**src/rtl/window_addr_gen_pkg.sv**
```systemverilog
// Shared accelerator parameters for the window address generator.
// Holds default geometry, the FSM state encoding and a width helper.
package window_addr_gen_pkg;

    localparam int IMG_W_DEF = 8;
    localparam int IMG_H_DEF = 8;
    localparam int K_DEF     = 3;
    localparam int AW_DEF    = 8;

    typedef enum logic [1:0] {
        IDLE = 2'd0,
        RUN  = 2'd1,
        DONE = 2'd2
    } wag_state_e;

    // A counter that only ever holds 0 still needs one bit.
    function automatic int cnt_width(input int max_val);
        return (max_val < 1) ? 1 : $clog2(max_val + 1);
    endfunction

endpackage

```
**src/rtl/window_addr_gen_wrap_counter.sv**
```systemverilog
// Up-counter that runs 0..MAX and wraps back to 0 on an enabled step.
// Exposes its next value so the parent can register derived outputs.
module wrap_counter
    import window_addr_gen_pkg::*;
#(
    parameter int MAX = 2,
    parameter int CW  = cnt_width(MAX)
) (
    input  logic          clk,
    input  logic          rst_n,
    input  logic          clr,
    input  logic          en,
    output logic [CW-1:0] count_nxt,
    output logic          wrap,
    output logic          wrap_nxt
);

    logic [CW-1:0] count;

    always_comb begin
        count_nxt = count;
        if (clr) begin
            count_nxt = '0;
        end else if (en) begin
            count_nxt = wrap ? '0 : count + 1'b1;
        end
    end

    assign wrap     = (count == CW'(MAX));
    assign wrap_nxt = (count_nxt == CW'(MAX));

    always_ff @(posedge clk or negedge rst_n) begin
        if (!rst_n) begin
            count <= '0;
        end else begin
            count <= count_nxt;
        end
    end

endmodule

```
**src/rtl/window_addr_gen.sv**
```systemverilog
// Sliding-window tap address generator: walks out_row, out_col, ky, kx
// and issues one input-pixel address per accepted handshake.
//
//   state | meaning
//   IDLE  | waiting for start; counters parked at 0
//   RUN   | addr_valid high, counters step on each transfer
//   DONE  | one-cycle done pulse, then back to IDLE
module window_addr_gen
    import window_addr_gen_pkg::*;
#(
    parameter int IMG_W = IMG_W_DEF,
    parameter int IMG_H = IMG_H_DEF,
    parameter int K     = K_DEF,
    parameter int AW    = AW_DEF
) (
    input  logic          clk,
    input  logic          rst_n,
    input  logic          start,
    output logic          busy,
    output logic          addr_valid,
    input  logic          addr_ready,
    output logic [AW-1:0] addr,
    output logic          tap_last,
    output logic          pix_last,
    output logic          done
);

    localparam int OW = IMG_W - K + 1;
    localparam int OH = IMG_H - K + 1;
    localparam int KW = cnt_width(K - 1);
    localparam int XW = cnt_width(OW - 1);
    localparam int YW = cnt_width(OH - 1);

    wag_state_e state, state_nxt;

    logic          start_acc, xfer, scan_end;
    logic [KW-1:0] kx_nxt, ky_nxt;
    logic [XW-1:0] ox_nxt;
    logic [YW-1:0] oy_nxt;
    logic          kx_wrap, ky_wrap, ox_wrap, oy_wrap;
    logic          kx_wrap_nxt, ky_wrap_nxt, ox_wrap_nxt, oy_wrap_nxt;
    logic [AW-1:0] addr_nxt;

    assign start_acc = (state == IDLE) && start;
    assign xfer      = (state == RUN) && addr_ready;
    assign scan_end  = xfer && kx_wrap && ky_wrap && ox_wrap && oy_wrap;

    wrap_counter #(.MAX(K - 1)) u_kx (
        .clk(clk), .rst_n(rst_n), .clr(start_acc), .en(xfer),
        .count_nxt(kx_nxt), .wrap(kx_wrap), .wrap_nxt(kx_wrap_nxt)
    );

    wrap_counter #(.MAX(K - 1)) u_ky (
        .clk(clk), .rst_n(rst_n), .clr(start_acc), .en(xfer && kx_wrap),
        .count_nxt(ky_nxt), .wrap(ky_wrap), .wrap_nxt(ky_wrap_nxt)
    );

    wrap_counter #(.MAX(OW - 1)) u_ox (
        .clk(clk), .rst_n(rst_n), .clr(start_acc),
        .en(xfer && kx_wrap && ky_wrap),
        .count_nxt(ox_nxt), .wrap(ox_wrap), .wrap_nxt(ox_wrap_nxt)
    );

    wrap_counter #(.MAX(OH - 1)) u_oy (
        .clk(clk), .rst_n(rst_n), .clr(start_acc),
        .en(xfer && kx_wrap && ky_wrap && ox_wrap),
        .count_nxt(oy_nxt), .wrap(oy_wrap), .wrap_nxt(oy_wrap_nxt)
    );

    // Derived from the counters' next values so addr lands in the same edge.
    assign addr_nxt = AW'((32'(oy_nxt) + 32'(ky_nxt)) * 32'(IMG_W)
                          + 32'(ox_nxt) + 32'(kx_nxt));

    always_ff @(posedge clk or negedge rst_n) begin
        if (!rst_n) begin
            state <= IDLE;
        end else begin
            state <= state_nxt;
        end
    end

    always_comb begin
        state_nxt = state;
        case (state)
            IDLE:    if (start) state_nxt = RUN;
            RUN:     if (scan_end) state_nxt = DONE;
            DONE:    state_nxt = IDLE;
            default: state_nxt = IDLE;
        endcase
    end

    always_comb begin
        busy       = (state == RUN);
        addr_valid = (state == RUN);
        done       = (state == DONE);
    end

    always_ff @(posedge clk or negedge rst_n) begin
        if (!rst_n) begin
            addr     <= '0;
            tap_last <= 1'b0;
            pix_last <= 1'b0;
        end else if (start_acc || xfer) begin
            addr     <= addr_nxt;
            tap_last <= kx_wrap_nxt && ky_wrap_nxt;
            pix_last <= kx_wrap_nxt && ky_wrap_nxt && ox_wrap_nxt && oy_wrap_nxt;
        end
    end

endmodule

```
**config.mk**
```make
export PLATFORM = sky130hd
export DESIGN_NAME = window_addr_gen
export DESIGN_NICKNAME = d
export VERILOG_FILES = /design/src/rtl/window_addr_gen_pkg.sv /design/src/rtl/window_addr_gen_wrap_counter.sv /design/src/rtl/window_addr_gen.sv
export SDC_FILE = /design/constraint.sdc
export NUM_CORES = 1
export LEC_CHECK = 0
export ABC_AREA = 1
export CORE_UTILIZATION = 55
export DETAILED_ROUTE_END_ITERATION = 6
export PLACE_DENSITY = 0.79
export SLEW_MARGIN = 0
export SYNTH_ARGS = -nofsm -noshare
export SYNTH_HDL_FRONTEND = slang
export SYNTH_SLANG_ARGS = --single-unit
export TNS_END_PERCENT = 10
```
**constraint.sdc**
```tcl
create_clock -name clk -period 2.9 [get_ports clk]
set_input_delay 0.29 -clock clk [delete_from_list [all_inputs] [get_ports clk]]
set_output_delay 0.29 -clock clk [all_outputs]
set_load 0.02 [all_outputs]
```
Word-level counts from Yosys, hierarchy flattened
Index checks and enable logic that the tools add are counted.

Register bits after elaboration: 22. Input port bits: 4. Word-level logic and storage cells: 54.

Add/sub/neg operators: 7. Equality and inequality tests: 12. Mux-type cells: 15. Reduce and logical (&&, ||, !) cells: 12.

Operator list (number): 3-bit 2-to-1 mux (6); 2-bit 2-to-1 mux (8); 3-bit equality test, second input constant (4); 2-bit equality test, second input constant (5); 1-bit logical AND (9); 7-bit by 3-bit adder with 8-bit output (1); 8-bit by 2-bit adder with 8-bit output (1); 3-bit by 1-bit adder with 3-bit output, second input constant (2); 2-bit by 1-bit adder with 2-bit output, second input constant (2); 3-bit by 2-bit adder with 4-bit output (1); 2-bit case mux with 2 select lines (1); 2-bit by 1-bit equality test with 1-bit output, second input constant (1); 2-bit zero test (1); 2-bit by 1-bit inequality test with 1-bit output, second input constant (1); 2-bit inequality test, second input constant (1); 2-bit AND reduction (1); 1-bit logical OR (1).

Logic depth before layout (Yosys ltp)
Gate-level depths: netlist (run 1).

Depth in word-level cells: 10. Gate-level depth with buffers: 17.

Hierarchy
Synthesis (run 1) repeated with hierarchy kept, for this count alone.

Cells, all modules: 181. Area, all modules: 1377.6 µm².

By module, submodules not included: window_addr_gen (times used 1, cells each 103, area an instance 809.5 µm², sequential area each 300.3 µm²); wrap_counter at u_ox ... (times used 2, cells each 24, area an instance 171.4 µm², sequential area each 75.1 µm²); wrap_counter at u_kx ... (times used 2, cells each 15, area an instance 112.6 µm², sequential area each 50.0 µm²).

Worst setup path before layout (run 1)
No wires, ideal clock.

Path kind: flip-flop to flip-flop. Start point: reg u_kx.count[0]. End point: reg addr[6]. Setup time: 113 ps. Arrival: 2104 ps. Required time: 2787 ps. Slack: 683 ps. Cell stages (with the launch flop): 14. Clock period less this slack: 2217 ps. Cell sequence: dfrtp_1 inv_1 nand2_2 nor3_4 nand3_1 nand3_1 inv_1 ha_1 inv_1 fa_1 nor2_2 nand4_1 nand2_1 inv_1.

Cells in the longest elaborated chain, start to end: 9.

RTL lines: from (decl) (RTL line window_addr_gen_wrap_counter.sv:18) `logic [CW-1:0] count;`; from (signal assigned) (RTL line window_addr_gen_wrap_counter.sv:36) `count <= count_nxt;`; 2-bit equality test (RTL line window_addr_gen_wrap_counter.sv:29) `assign wrap = (count == CW'(MAX));`; 1-bit logical AND (3 in series) (RTL line window_addr_gen.sv:66) `.en(xfer && kx_wrap && ky_wrap && ox_wrap),`; 3-bit 2-to-1 mux (RTL line window_addr_gen_wrap_counter.sv:24) `end else if (en) begin`; 3-bit 2-to-1 mux (RTL line window_addr_gen_wrap_counter.sv:22) `if (clr) begin`; via oy_nxt[0] (RTL line window_addr_gen.sv:39) `logic [YW-1:0] oy_nxt;`; 3-bit by 2-bit adder with 4-bit output (RTL line window_addr_gen.sv:71) `assign addr_nxt = AW'((32'(oy_nxt) + 32'(ky_nxt)) * 32'(IMG_W)`; 7-bit by 3-bit adder with 8-bit output (RTL line window_addr_gen.sv:72) `+ 32'(ox_nxt) + 32'(kx_nxt));`; 8-bit by 2-bit adder with 8-bit output (RTL line window_addr_gen.sv:72); to (signal assigned) (RTL line window_addr_gen.sv:104) `addr <= addr_nxt;`; to (decl) (RTL line window_addr_gen.sv:22) `output logic [AW-1:0] addr,`.

The timed path passes the listed nets, and every way through them passes these cells. A chain may end at the register's enable or synchronous reset.

Worst setup path after layout (run 1)
Start point: in addr_ready. End point: reg addr[5].

Cells in the longest elaborated chain, start to end: 9.

RTL lines: from (decl) (RTL line window_addr_gen.sv:21) `input logic addr_ready,`; 1-bit logical AND (RTL line window_addr_gen.sv:45) `assign xfer = (state == RUN) && addr_ready;`; 1-bit logical AND (3 in series) (RTL line window_addr_gen.sv:66); 3-bit 2-to-1 mux (RTL line window_addr_gen_wrap_counter.sv:24); 3-bit 2-to-1 mux (RTL line window_addr_gen_wrap_counter.sv:22); via oy_nxt[0] (RTL line window_addr_gen.sv:39); 3-bit by 2-bit adder with 4-bit output (RTL line window_addr_gen.sv:71); 7-bit by 3-bit adder with 8-bit output (RTL line window_addr_gen.sv:72); 8-bit by 2-bit adder with 8-bit output (RTL line window_addr_gen.sv:72).

The timed path passes the listed nets, and every way through them passes these cells.

==> results.md, run 1 <==
* WL final at 2990 µm
* Area post-placement at between 1500 and 2000 µm²
* Final min period at between 2 and 3 ns
* Fmax at 0.398 GHz
* VDD IR max at 0.708 mV
* Critical Path Sink Type: flip-flop
* DRC at 0
* Hold path depth at 2
* Gr ovfl total at 0
* Slew margin rel. at between 30% and 40%
* Reg2Reg Depth at 16
* Post-synth top area cell: dfrtp_1
* Maximum fanout along the worst path at 8
* Post-Syn Area at 1430 µm²
* Initial antenna violation count at 0
* Layout Skew at 0.0105 ns
* GR peak layer: met2
* Largest family of logic cells by synthesized area: simple AND/OR/NAND/NOR gates
* Hold WS at between 0.4 and 0.5 ns
* Worst-path clk slew at 0.12 ns
* Run status: complete, no violations
* Die extent in x at 53.0 µm
* Req. time, crit path at 3.11 ns
* Reg-to-reg slack, setup at about 0.4 ns
* Multiplexer area fraction after synthesis at 0%
* DR pass1 iterations at 4
* Hold EP: addr[7]$_DFFE_PN0P_
* Clk sink count at 22
* Design Area, Final at 1640 µm²
* # Post-CTS Setup Buffers at 0
* Vias in the first global route at 1178
* Data arrival, critical path at 2.72 ns
* M3 GR Usage at under 10%
* Unrepaired setup endpoints after global routing: false
* Iter 0 DRT Violations at 39
* Worst Max-Slew Pin Slew at 0.992 ns
* Nets at 212
* Crit share post-route at 86.7%
* Rows at 18
* First-pass GRT wire length at 4950 µm
* Post-synthesis net count at 192
* Seq/Total Area, Yosys at 38.5%
* Setup-failing EPs final at 0
* Post-Syn Instances at roughly 180
* Area growth syn-to-layout at 14.8%
* Full die area at 2810 µm²
* Met1 GRT Util at 29.0%
* Adder-cell share of the synthesized area at 6.30%
* Synth area leaders: dfrtp_1 38%, nand2_1 12%, inv_1 7.1%
* RD Place Congestion at 0.913
* Layout cells sized above 1 at 13.0%
* Vias at 1238
* Grt met2 use at between 40% and 50%
* Startpoint types: input port
* PD cells at 1040 nW/µm²
* CTS max path bufs at 2
* R2r endpoint: addr[5]$_DFFE_PN0P_
* Worst hold path type: reg -> reg
* ANT nets after route at 0
* Synth Area in Simple Gates at 40.9%
* Number of max-cap violations at 0
* Crit Path Class: in -> reg
* Post-Synth XOR/XNOR Area at less than 1%
* Total global-route track usage at 24.3%
* Lkg Pwr at 0.859 nW
* Post-cts hold buffer count at 0
* CTS H-tree depth at 1
* Final hold vios at 0
* Latest clock arrival within the worst-skew pair at 0.30 ns
* Num CTS Buffers at 3
* RR Startpoint: state[1]$_DFFE_PN0P_
* DR WL/cell at 13.0 µm
* PostCTS Resize Cnt at 0
* Starting density of the core at approximately 58%
* CORE AREA at around 2500 µm²
* Die Ht at 53.0 µm
* Complex-gate fraction of the synthesized area at 4.72%
* DPL Wire Length at 2320 µm
* Synthesized area per cell at approximately 7.9 µm²
* # port buffers at 16
* Post-synth top area share at 38.5%
* Vias per cell at approximately 5.4
* Worst Min Path Start: addr[7]$_DFFE_PN0P_
* Netlist cell types at 28
* TritonCTS clock tree: built
* Top Ports at 17
* Largest net degree at the start of global routing at 23
* Final Max Slew Viols at 0
* Ys Warns at 0
* Clock tree root driver cell: clkbuf_4
* Setup TNS at 0 ns
* Antenna cells at 0
* Seq cells post-synth at 22
cell families after synthesis:
| group | after synthesis |
|---|---|
| xor+xnor | 1 |
| compound gates | 13 |
| simple gates | 109 |
| flops | 22 |
| buf+inv | 31 |
| fa+ha+maj | 6 |
power by group:
group | leakage, nW | switching, mW | total [mW] | internal (mW)
logic | 0.576 | 0.660 | 1.07 | 0.407
registers | 0.269 | 0.0845 | 0.502 | 0.418
clock network | 0.0138 | 0.0842 | 0.133 | 0.0484
registers in the layout, summed over array words and instances (netlist names):
name	flops
addr	8
pix_last	1
state	2
tap_last	1
u_kx.count	2
u_ky.count	2
u_ox.count	3
u_oy.count	3
synth_stat cells:
cell type  count
nand2_2        4
o211ai_1       1
xor2_1         1
o21ai_1        2
nor3_4         1
nand2_4        3
buf_6          1
nand4_1        7
ha_1           4
nand3_1       18
nand3_4        2
a21oi_1        4
inv_2          1
buf_4          1
nor4_2         1
dfrtp_1       22
nor2_4         1
fa_1           2
nand2_1       45
nor3b_2        1
nor2_1        17
nor2_2         3
inv_1         27
nand3_2        4
buf_2          1
o21ai_0        6
nor3_1         1
nand3b_1       1
layer usage:
layer,share of wire (%),routed length (µm)
met1,44,1300
met2,51,1520
met3,4.9,145
met4,0.77,23
met5,0,0
metrics by stage:
| stage | setup WS, ns | instances | util (%) | power (mW) |
|---|---|---|---|---|
| after floorplan | 0.683 | 182 | - | 1.26 |
| after global placement | 0.162 | 227 | 65.4 | 1.52 |
| after detailed placement | 0.115 | 227 | 65.4 | 1.55 |
| after CTS | 0.417 | 230 | 66.3 | 1.70 |
| after global routing | 0.208 | 230 | 66.3 | 1.85 |
| final | 0.385 | 230 | 66.3 | 1.70 |
area by class of cell:
cell class	instances	area, µm²
timing repair buffer	18	175
tap	30	37.5
sequential	22	551
inverter	28	105
clock buffer	3	22.5
multi-input combinational	129	751
fill	212	836
worst max-delay path: stages:
cell and delay [ns]:
clkdlybuf4s50_1 0.50, nand3_4 0.15, nor2_4 0.18, nand3_2 0.14
nand2_1 0.09, nand3_1 0.09, inv_1 0.11, ha_1 0.18
inv_1 0.06, fa_1 0.41, inv_1 0.13, nand4_1 0.11
nand2_1 0.09, nand2_1 0.05, nand3_1 0.07, nand2_1 0.05
cells in the final DEF, fill, tap and decap left out, types with 3 or more instances in the layout:
master and instances:
nand2_4 3, nand2_1 45, clkbuf_4 3, o21ai_0 6
dfrtp_1 22, nand4_1 7, nand2_2 4, nor2_1 17
nand3_1 18, clkdlybuf4s50_1 16, ha_1 4, nor2_2 3
nand3_2 4, a21oi_1 4, inv_1 27
worst max path at each step:
stage                                  startpoint                  end  slack [ns]  depth (start not counted)
final                                  addr_ready  addr[5]$_DFFE_PN0P_        0.39                         16
after global routing      u_ox.count[1]$_DFF_PN0_  addr[5]$_DFFE_PN0P_        0.21                         15
after CTS                              addr_ready  addr[5]$_DFFE_PN0P_        0.42                         16
after detailed placement               addr_ready  addr[6]$_DFFE_PN0P_        0.12                         14
after global placement                 addr_ready  addr[5]$_DFFE_PN0P_        0.16                         16
after floorplan           u_kx.count[0]$_DFF_PN0_  addr[6]$_DFFE_PN0P_        0.68                         13
No activity file was read; power rests on OpenSTA's default activity.
==> inputs of run 2 (changes only) <==
--- a/config.mk
+++ b/config.mk
@@ -6,9 +6,8 @@
 export NUM_CORES = 1
 export LEC_CHECK = 0
 export ABC_AREA = 1
-export CORE_UTILIZATION = 55
+export CORE_UTILIZATION = 35
 export DETAILED_ROUTE_END_ITERATION = 6
-export PLACE_DENSITY = 0.79
 export SLEW_MARGIN = 0
 export SYNTH_ARGS = -nofsm -noshare
 export SYNTH_HDL_FRONTEND = slang
==> results.md, run 2 (synthesized netlist as in run 1, its figures left out) <==
* Crit share post-route at 86.8% (+0.11 points)
* DR top layer: met4
* Starting density of the core at 37.6% (-20 points)
* Number of max-cap violations at 0 (unchanged)
* Setup TNS at 0 ns (unchanged)
* Iter 0 DRT Violations at 39 (unchanged)
* Worst Max-Slew Pin Slew at 0.349 ns (-0.643 ns)
* Met2 Wirelength at 1230 µm (-19%)
* Total global-route track usage at 15.2% (-9.1 points)
* VDD IR max at 0.487 mV (-31%)
* Setup-failing EPs final at 0 (unchanged)
* Sw Pwr at 823 µW (-0.61%)
* Req. time, crit path at 3.07 ns (-0.04 ns)
* Worst stage delay on the critical path at 0.52 ns (+0.02 ns)
* WL final at 2920 µm (-2.0%)
* CORE AREA at 3800 µm² (+53%)
* Initial antenna violation count at 0 (unchanged)
* DR WL met3 at 80 µm (-45%)
* # Post-CTS Setup Buffers at 0 (unchanged)
* Full die area at 4350 µm² (+55%)
* Sw Ratio at 45.0% (-3.7 points)
* Commonest non-fill, non-tap cell in the layout: nand2_1
* Delay-heaviest family, CP: simple AND/OR/NAND/NOR gates
* Rows at 22 (+4)
* Final hold vios at 0 (unchanged)
* Antenna cells at 0 (unchanged)
* Vias at 1190 (-3.9%)
* CTS H-tree depth at 1 (unchanged)
* P_int at 1.01 mW (+15%)
* Clk sink count at 22 (unchanged)
* Largest net degree at the start of global routing at 23 (unchanged)
* Final core utilization at 45.5% (-21 points)
* Die extent in x at 65.9 µm (+24%)
* CP max-delay cell: fa_1
* Nets at 214 (+0.94%)
* Hold WS at 0.362 ns (-0.131 ns)
* DRC at 0 (unchanged)
* Multi-input logic area at 751 µm² (unchanged)
* Slew margin rel. at 76.7% (+43 points)
* RR Startpoint: u_ox.count[1]$_DFF_PN0_
* Fmax at 0.397 GHz (-0.12%)
* Gr ovfl total at 0 (unchanged)
* Top Registers: addr (8), u_ox.count (3), u_oy.count (3)
* PostCTS Resize Cnt at 0 (unchanged)
* Total power at 1.83 mW (+7.6%)
* Crit-path most repeated cell: inv_1
* Most flop-heavy register: addr
* DR pass1 iterations at 4 (unchanged)
* Design Area, Final at 1730 µm² (+5.3%)
* Clock power share at 15.9% (+8.1 points)
* Worst slack, placed at 0.130 ns (+0.0150 ns)
* Critical Path, Cell by Cell: clkdlybuf4s50_1 > nand3_4 > nor2_4 > nand3_2 > nand2_1 > nand3_1 > inv_1 > ha_1 > inv_1 > fa_1 > nor2_2 > nand4_1 > nand2_1 > inv_1
* TritonCTS clock tree: built
* Worst-path clk slew at 0.09 ns (-0.03 ns)
* Critical path origin: addr_ready
* Latest clock arrival within the worst-skew pair at 0.27 ns (-0.03 ns)
* # port buffers at 16 (unchanged)
* Critical Path Sink Type: flip-flop
* Register share of total power at 27.4% (-2.1 points)
* Post-cts hold buffer count at 0 (unchanged)
* Share of total power in combinational logic at 56.6% (-6.1 points)
* Worst hold path type: in -> async
* First-pass GRT wire length at 5020 µm (+1.4%)
* Max reg flops at 8 (unchanged)
* CP bufs+invs at 4 (unchanged)
* ANT nets after route at 0 (unchanged)
* Unrepaired setup endpoints after global routing: false
* Layout Skew at 0.00464 ns (-0.00588 ns)
* Post-route insts no fill at 251 (+9.1%)
* DPL Wire Length at 2250 µm (-3.3%)
* Final Max Slew Viols at 0 (unchanged)
* Layout cells sized above 1 at 14.3% (+1.3 points)
* Final min period at 2.52 ns (+0.00306 ns)
* DR WL/cell at 11.6 µm (-10%)
* CTS max path bufs at 2 (unchanged)
* Die Ht at 65.9 µm (+24%)
* Maximum fanout along the worst path at 8 (unchanged)
* Inst Count DP at 247 (+8.8%)
* Area post-placement at 1660 µm² (+2.3%)
* Vias per cell at 4.74 (-12%)
* PD cells at 1060 nW/µm² (+2.2%)
* Top Ports at 17 (unchanged)
* Run status: complete, no violations
* Startpoint types: input port
* RD Place Congestion at 0.872 (-4.5%)
* Clock tree root driver cell: clkbuf_8
* Area growth syn-to-layout at 20.8%
* FF+latch area at 551 µm² (unchanged)
* Filler cells at 387 (+83%)
* DRT met1 WL at 1570 µm (+21%)
* Crit Path Class: in -> reg
* Commonest cells after routing, fill and taps aside: 45 x nand2_1, 27 x inv_1, 22 x dfrtp_1
* Setup slack after layout at 0.382 ns (-0.00306 ns)
* Vias in the first global route at 1130 (-4.1%)
* Num CTS Buffers at 3 (unchanged)
* Lkg Pwr at 0.891 nW (+3.7%)
* Data arrival, critical path at 2.69 ns (-0.03 ns)
## run 2: cell count changes in the layout (fill, tap and decap cells not counted)
cell	change
bufinv_16	+1
clkbuf_4	-3
buf_4	+2
clkbuf_8	+3
## run 2: metal layers
metal	track usage, %	vias to the layer above
met2	23.1	20
met4	4.89	0
li1	-	626
met1	21.8	540
met3	2.07	4
met5	0	-
## run 2: final cells by class
cell class	count	share of cell area [%]
multi-input cells	129	43.4
flip-flops and latches	22	31.9
repair buffers	20	11.0
inverters	28	6.08
well taps	48	3.48
clock buffers	3	2.39
clock inverters	1	1.74
## run 2: final timing paths
path,endpoint,slack [ns],depth (start not counted)
max,addr[6]$_DFFE_PN0P_,0.38,14
min,addr[2]$_DFFE_PN0P_,0.36,2
max reg2reg,addr[6]$_DFFE_PN0P_,0.40,14
min reg2reg,addr[0]$_DFFE_PN0P_,0.48,2
max in group asynchronous,u_oy.count[0]$_DFF_PN0_,2.32,2
min in group clk,addr[0]$_DFFE_PN0P_,0.48,2
## run 2: power by group through the flow
| stage | clock, mW | combinational [mW] | sequential (mW) |
|---|---|---|---|
| floorplan | 0 | 0.704 | 0.555 |
| global placement | 0 | 1.03 | 0.509 |
| detailed placement | 0 | 1.03 | 0.507 |
| CTS | 0.300 | 1.04 | 0.502 |
| global route | 0.311 | 1.15 | 0.517 |
| finish | 0.292 | 1.04 | 0.502 |
==> inputs of run 3 (changes only) <==
--- a/config.mk
+++ b/config.mk
@@ -6,6 +6,7 @@
 export NUM_CORES = 1
 export LEC_CHECK = 0
 export ABC_AREA = 1
+export CAP_MARGIN = 20
 export CORE_UTILIZATION = 35
 export DETAILED_ROUTE_END_ITERATION = 6
 export SLEW_MARGIN = 0
==> results of run 3 <==
The final DEF is identical to that of run 2; final timing and power are the same.
==> RTL change 1 (flow settings as in run 2) <==
Reset style: synchronous (`rst_n`), changed in 3 clocked blocks.
--- a/src/rtl/window_addr_gen_wrap_counter.sv
+++ b/src/rtl/window_addr_gen_wrap_counter.sv
@@ -31,3 +31,3 @@
 
-    always_ff @(posedge clk or negedge rst_n) begin
+    always_ff @(posedge clk) begin
         if (!rst_n) begin
--- a/src/rtl/window_addr_gen.sv
+++ b/src/rtl/window_addr_gen.sv
@@ -73,3 +73,3 @@
 
-    always_ff @(posedge clk or negedge rst_n) begin
+    always_ff @(posedge clk) begin
         if (!rst_n) begin
@@ -97,3 +97,3 @@
 
-    always_ff @(posedge clk or negedge rst_n) begin
+    always_ff @(posedge clk) begin
         if (!rst_n) begin
Formal check against the unedited RTL: differs if rst_n is asserted again (counterexample within 4 cycles, from zero or initial values and one cycle with rst_n low); with rst_n held inactive, the same outputs for 10 cycles.
==> RTL change 1 against run 2 <==
Worst setup slack got worse by 0.016 ns. Global-route usage fell by 1.3 points. Routed wire length fell by 7.3%. Hold slack improved by 0.14 ns. Critical path depth rose by 4. Final area fell by 4.5%. Sequential cell count did not move. Area after synthesis fell by 3.4%. Maximum frequency fell by 0.64%. Critical path type unchanged. Highest routed layer unchanged.
Power is not compared: it rests on default switching activity, and its combinational part moved more than twofold at a synthesized area within 25%.
==> RTL change 1: results (changes against run 2) <==
global-route wire length before repair: 4590 µm (-8.7%)
pre-CTS WS: 0.0784 ns (-0.0519 ns)
Synth top cells by count: inv_1, nand2_1, nor2_1, dfxtp_1, nand3_1
DPL Wire Length: 2110 µm (-5.9%)
Critical Path Fanout Max: 6 (-2)
Leak Pwr: 0.000803 µW
DR vias/cell: 4.50 (-5.0%)
drt total wl: 2710 µm (-7.3%)
outcome: finished clean
Placer Congestion: 0.749 (-14%)
Iter 0 DRT Violations: 27 (-31%)
critical path's largest stage delay: 0.51 ns
Synth area leaders: dfxtp_1, inv_1, nand2_1
Most used DFF post-synth: dfxtp_1
critical path data arrival time: 2.70 ns (about the same)
syn_area_per_cell: 6.87 µm² (-13%)
post-CTS setup buffers: 0 (unchanged)
syn nets: 211 (+9.9%)
post-cts repair resize count: 0 (unchanged)
Vias: 1202 (+1.0%)
sequential share of the synthesized area: 31.9% (-6.6 points)
Critical Path Slowest Stage Cell: clkdlybuf4s50_1
Final Net Count: 230 (+7.5%)
Hold Path Class: register to register
number of global-route vias before repair: 1100 (-2.7%)
Netlist cell types: 27 (-3.6%)
DP Cell Count: 263 (+6.5%)
worst clock skew: 0.00323 ns (-0.00141 ns)
initial antenna violation count: 0 (unchanged)
synth warn: 0 (unchanged)
FFs w/ async S/R, synth: 0% (-100 points)
IR drop worst, VDD: 0.186 mV
largest net degree at the start of global routing: 16 (-30%)
Worst Tran Pin Value: 0.465 ns (+0.116 ns)
global-route usage over all layers: 13.8% (-1.3 points)
share of cells above drive strength 1: 11.0% (-3.3 points)
[RTL change 1: changes by cell type in the layout (fill, tap and decap cells not counted), moves of 3 or more]
cell / delta
dfrtp_1: -22
dfxtp_1: +22
inv_1: +16
nand2_1: -15
nor2_1: +10
o21ai_0: +7
nand4_1: -3
nor2_2: -3
[RTL change 1: final cells by class]
class	count	area [µm²]
multi-input combinational	131	754
sequential	22	440
tap	48	60.1
clock buffer	4	55.1
inverter	44	165
timing repair buffer	18	175
fill	402	2070
[RTL change 1: logic make-up after synthesis]
| family | Yosys count | share of synthesized area [%] |
|---|---|---|
| and+or+nand+nor | 100 | 37.5 |
| buffers and inverters | 48 | 13.5 |
| AOI/OAI and AO/OA | 22 | 8.70 |
| DFF | 22 | 31.9 |
| adders and majority gates | 6 | 6.52 |
| xor gates and xnor gates | 3 | 1.90 |
[RTL change 1: per-stage QoR]
stage	cell area, µm²	power [µW]
6_report	1650	637
5_1_grt	1650	669
4_1_cts	1650	645
3_5_place_dp	1600	422
3_3_place_gp	1600	424
2_1_floorplan	1380	387
[RTL change 1: worst register-to-register path: cells and delay by family, from the launching register on]
kind,cells,cell delay (ns)
adder cells (fa/ha/maj),2,0.61
buffers and inverters,4,0.18
flip-flops,1,0.42
AND/OR/NAND/NOR,11,1.13
[RTL change 1: metal layers]
layer,vias up,GRT usage (%),wire [µm]
met2,15,23.7,1200
li1,663,-,-
met5,-,0,0
met4,0,4.17,36
met1,520,17.4,1390
met3,4,2.46,85
[RTL change 1: final timing paths]
kind / from / slack [ns] / endpoint / depth (start not counted)
hold reg to reg: tap_last / 0.50 / tap_last / 2
setup / recovery: addr_ready / 0.37 / addr[6] / 18
setup reg to reg: state[0] / 0.48 / addr[6] / 17
hold / removal: tap_last / 0.50 / tap_last / 2
[RTL change 1: power by group]
part	total [µW]	internal, µW	switching [µW]	leakage [µW]
registers	321	314	6.90	0.000179
clock network	222	121	101	0.0000288
logic	94.4	38.3	56.0	0.000595
total	637	473	164	0.000803
==> RTL change 2 (flow settings as in run 2) <==
Made on the original files. Change the package constant `AW_DEF` from 8 to 10.
--- a/src/rtl/window_addr_gen_pkg.sv
+++ b/src/rtl/window_addr_gen_pkg.sv
@@ -7,3 +7,3 @@
     localparam int K_DEF     = 3;
-    localparam int AW_DEF    = 8;
+    localparam int AW_DEF    = 10;
 
Interface: changed (resized addr); port bits go from 17 to 19. No check against the original RTL was run, so the function may have changed too.
==> RTL change 2 against run 2 <==
Non-clock buffer count decreased by 2. Critical path type unchanged. Final area decreased by 5.6%. Power increased by 0.93%. Sequential cell count unchanged. Worst setup slack better by 0.018 ns. Routed wire length shrank 11%. Sequential share of layout area up 1.9 points. Hold slack improved by 0.011 ns. Area after synthesis shrank 4.0%. Critical endpoint unchanged. Via count decreased by 4.9%.
==> RTL change 2: results (changes against run 2) <==
global-route usage over all layers: 14.3% (-0.89 points)
P_comb: 1090 µW (+5%)
multi-input combinational area share: 41.3% (-2.1 points)
met1 GRT Util: 18.4% (-3.5 points)
DR vias/cell: 4.66 (-1.7%)
post-cts repair resize count: 0 (unchanged)
number of global-route vias before repair: 1066 (-5.7%)
worst clock skew: 0.00487 ns (+0.000234 ns)
Met2 Routed Length: 1190 µm (-3.1%)
Buffers excl. clock: 18 (-10%)
GR Layer Usage met3: 3.70% (+1.6 points)
Non-clk invs: 31 (+11%)
critical path data arrival time: 2.66 ns (-0.03 ns)
DPL Wire Length: 1990 µm (-11%)
sequential cell area share: 33.7% (+1.9 points)
sequential share of the synthesized area: 40.1% (+1.6 points)
critical path's largest stage delay: 0.50 ns (-0.02 ns)
Netlist cell types: 25 (-11%)
number of inserted diodes: 0 (unchanged)
WL per Instance: 10.7 µm (-7.8%)
outcome: finished clean
# clk buffers: 4 (+1)
Final Net Count: 206 (-3.7%)
top flop regs: addr (8), u_ox.count (3), u_oy.count (3)
filler instances: 380 (-1.8%)
signal buffers share of area: 10.7% (-0.27 points)
M1 wire length: 1300 µm (-17%)
Synth top cells by count: nand2_1, inv_1, dfrtp_1, nor2_1, nand3_1
multi-input gates: 120 (-7.0%)
Critical Path Fanout Max: 10 (+2)
Net Sw Frac: 46.9% (+2.0 points)
share of cells above drive strength 1: 11.3% (-3.0 points)
Leak Pwr: 0.000868 µW (-2.6%)
met2 Usage GRT: 24.2% (+1.1 points)
Iter 0 DRT Violations: 50 (+28%)
global-route wire length before repair: 4640 µm (-7.6%)
Critical Path Slowest Stage Cell: clkdlybuf4s50_1
met3 WL post-DR: 105 µm (+31%)
[RTL change 2: cell types whose count changed in the layout (fill, tap and decap cells not counted), sizes merged, moves of 2 or more]
cell and delta:
nand2 -2, inv +3, buf -2, nand4 -3, nand3 -5, conb +2, o21ai -2
[RTL change 2: worst register-to-register path, cell delays in order, from the launching register on]
cell and delay, ns:
dfrtp_1 0.37, inv_1 0.10, nand2_1 0.15, nor2_8 0.21, nand4_1 0.13, inv_1 0.10, nand2_1 0.07, nor2_1 0.08
nor2_1 0.05, buf_4 0.14, fa_1 0.50, inv_1 0.13, nand3_2 0.10, nor2_1 0.11, nor2_1 0.04, nand2_1 0.06
nand2_1 0.04
[RTL change 2: stage by stage]
step	cells	setup WS [ns]	util [%]	cell area, µm²	hold slack, ns
6_report	243	0.400	43.9	1630	0.373
5_1_grt	243	0.105	43.9	1630	0.395
2_1_floorplan	178	0.662	-	1380	-0.00559
4_1_cts	243	0.412	43.9	1630	0.384
3_5_place_dp	239	0.129	42.4	1580	0.460
3_3_place_gp	239	0.131	42.4	1580	0.456
[RTL change 2: path summary, 6_finish.rpt]
check	slack, ns	cells past startpoint	start	to
worst max-delay path	0.40	16	addr_ready	addr[6]
worst min-delay path	0.37	2	rst_n	u_ky.count[0]
worst max register to register	0.41	16	u_kx.count[0]	addr[6]
worst min register to register	0.48	2	addr[1]	addr[1]
max in group asynchronous	2.29	2	rst_n	addr[3]
min in group clk	0.48	2	addr[1]	addr[1]
[RTL change 2: cells by family after synthesis]
logic type / after synthesis / share of synthesized area [%]
AOI/OAI and AO/OA: 12 / 4.74
xor gates and xnor gates: 2 / 1.28
adders and majority gates: 6 / 6.56
buffers and inverters: 36 / 11.0
DFF: 22 / 40.1
other: 1 / 0.273
and+or+nand+nor: 98 / 36.0
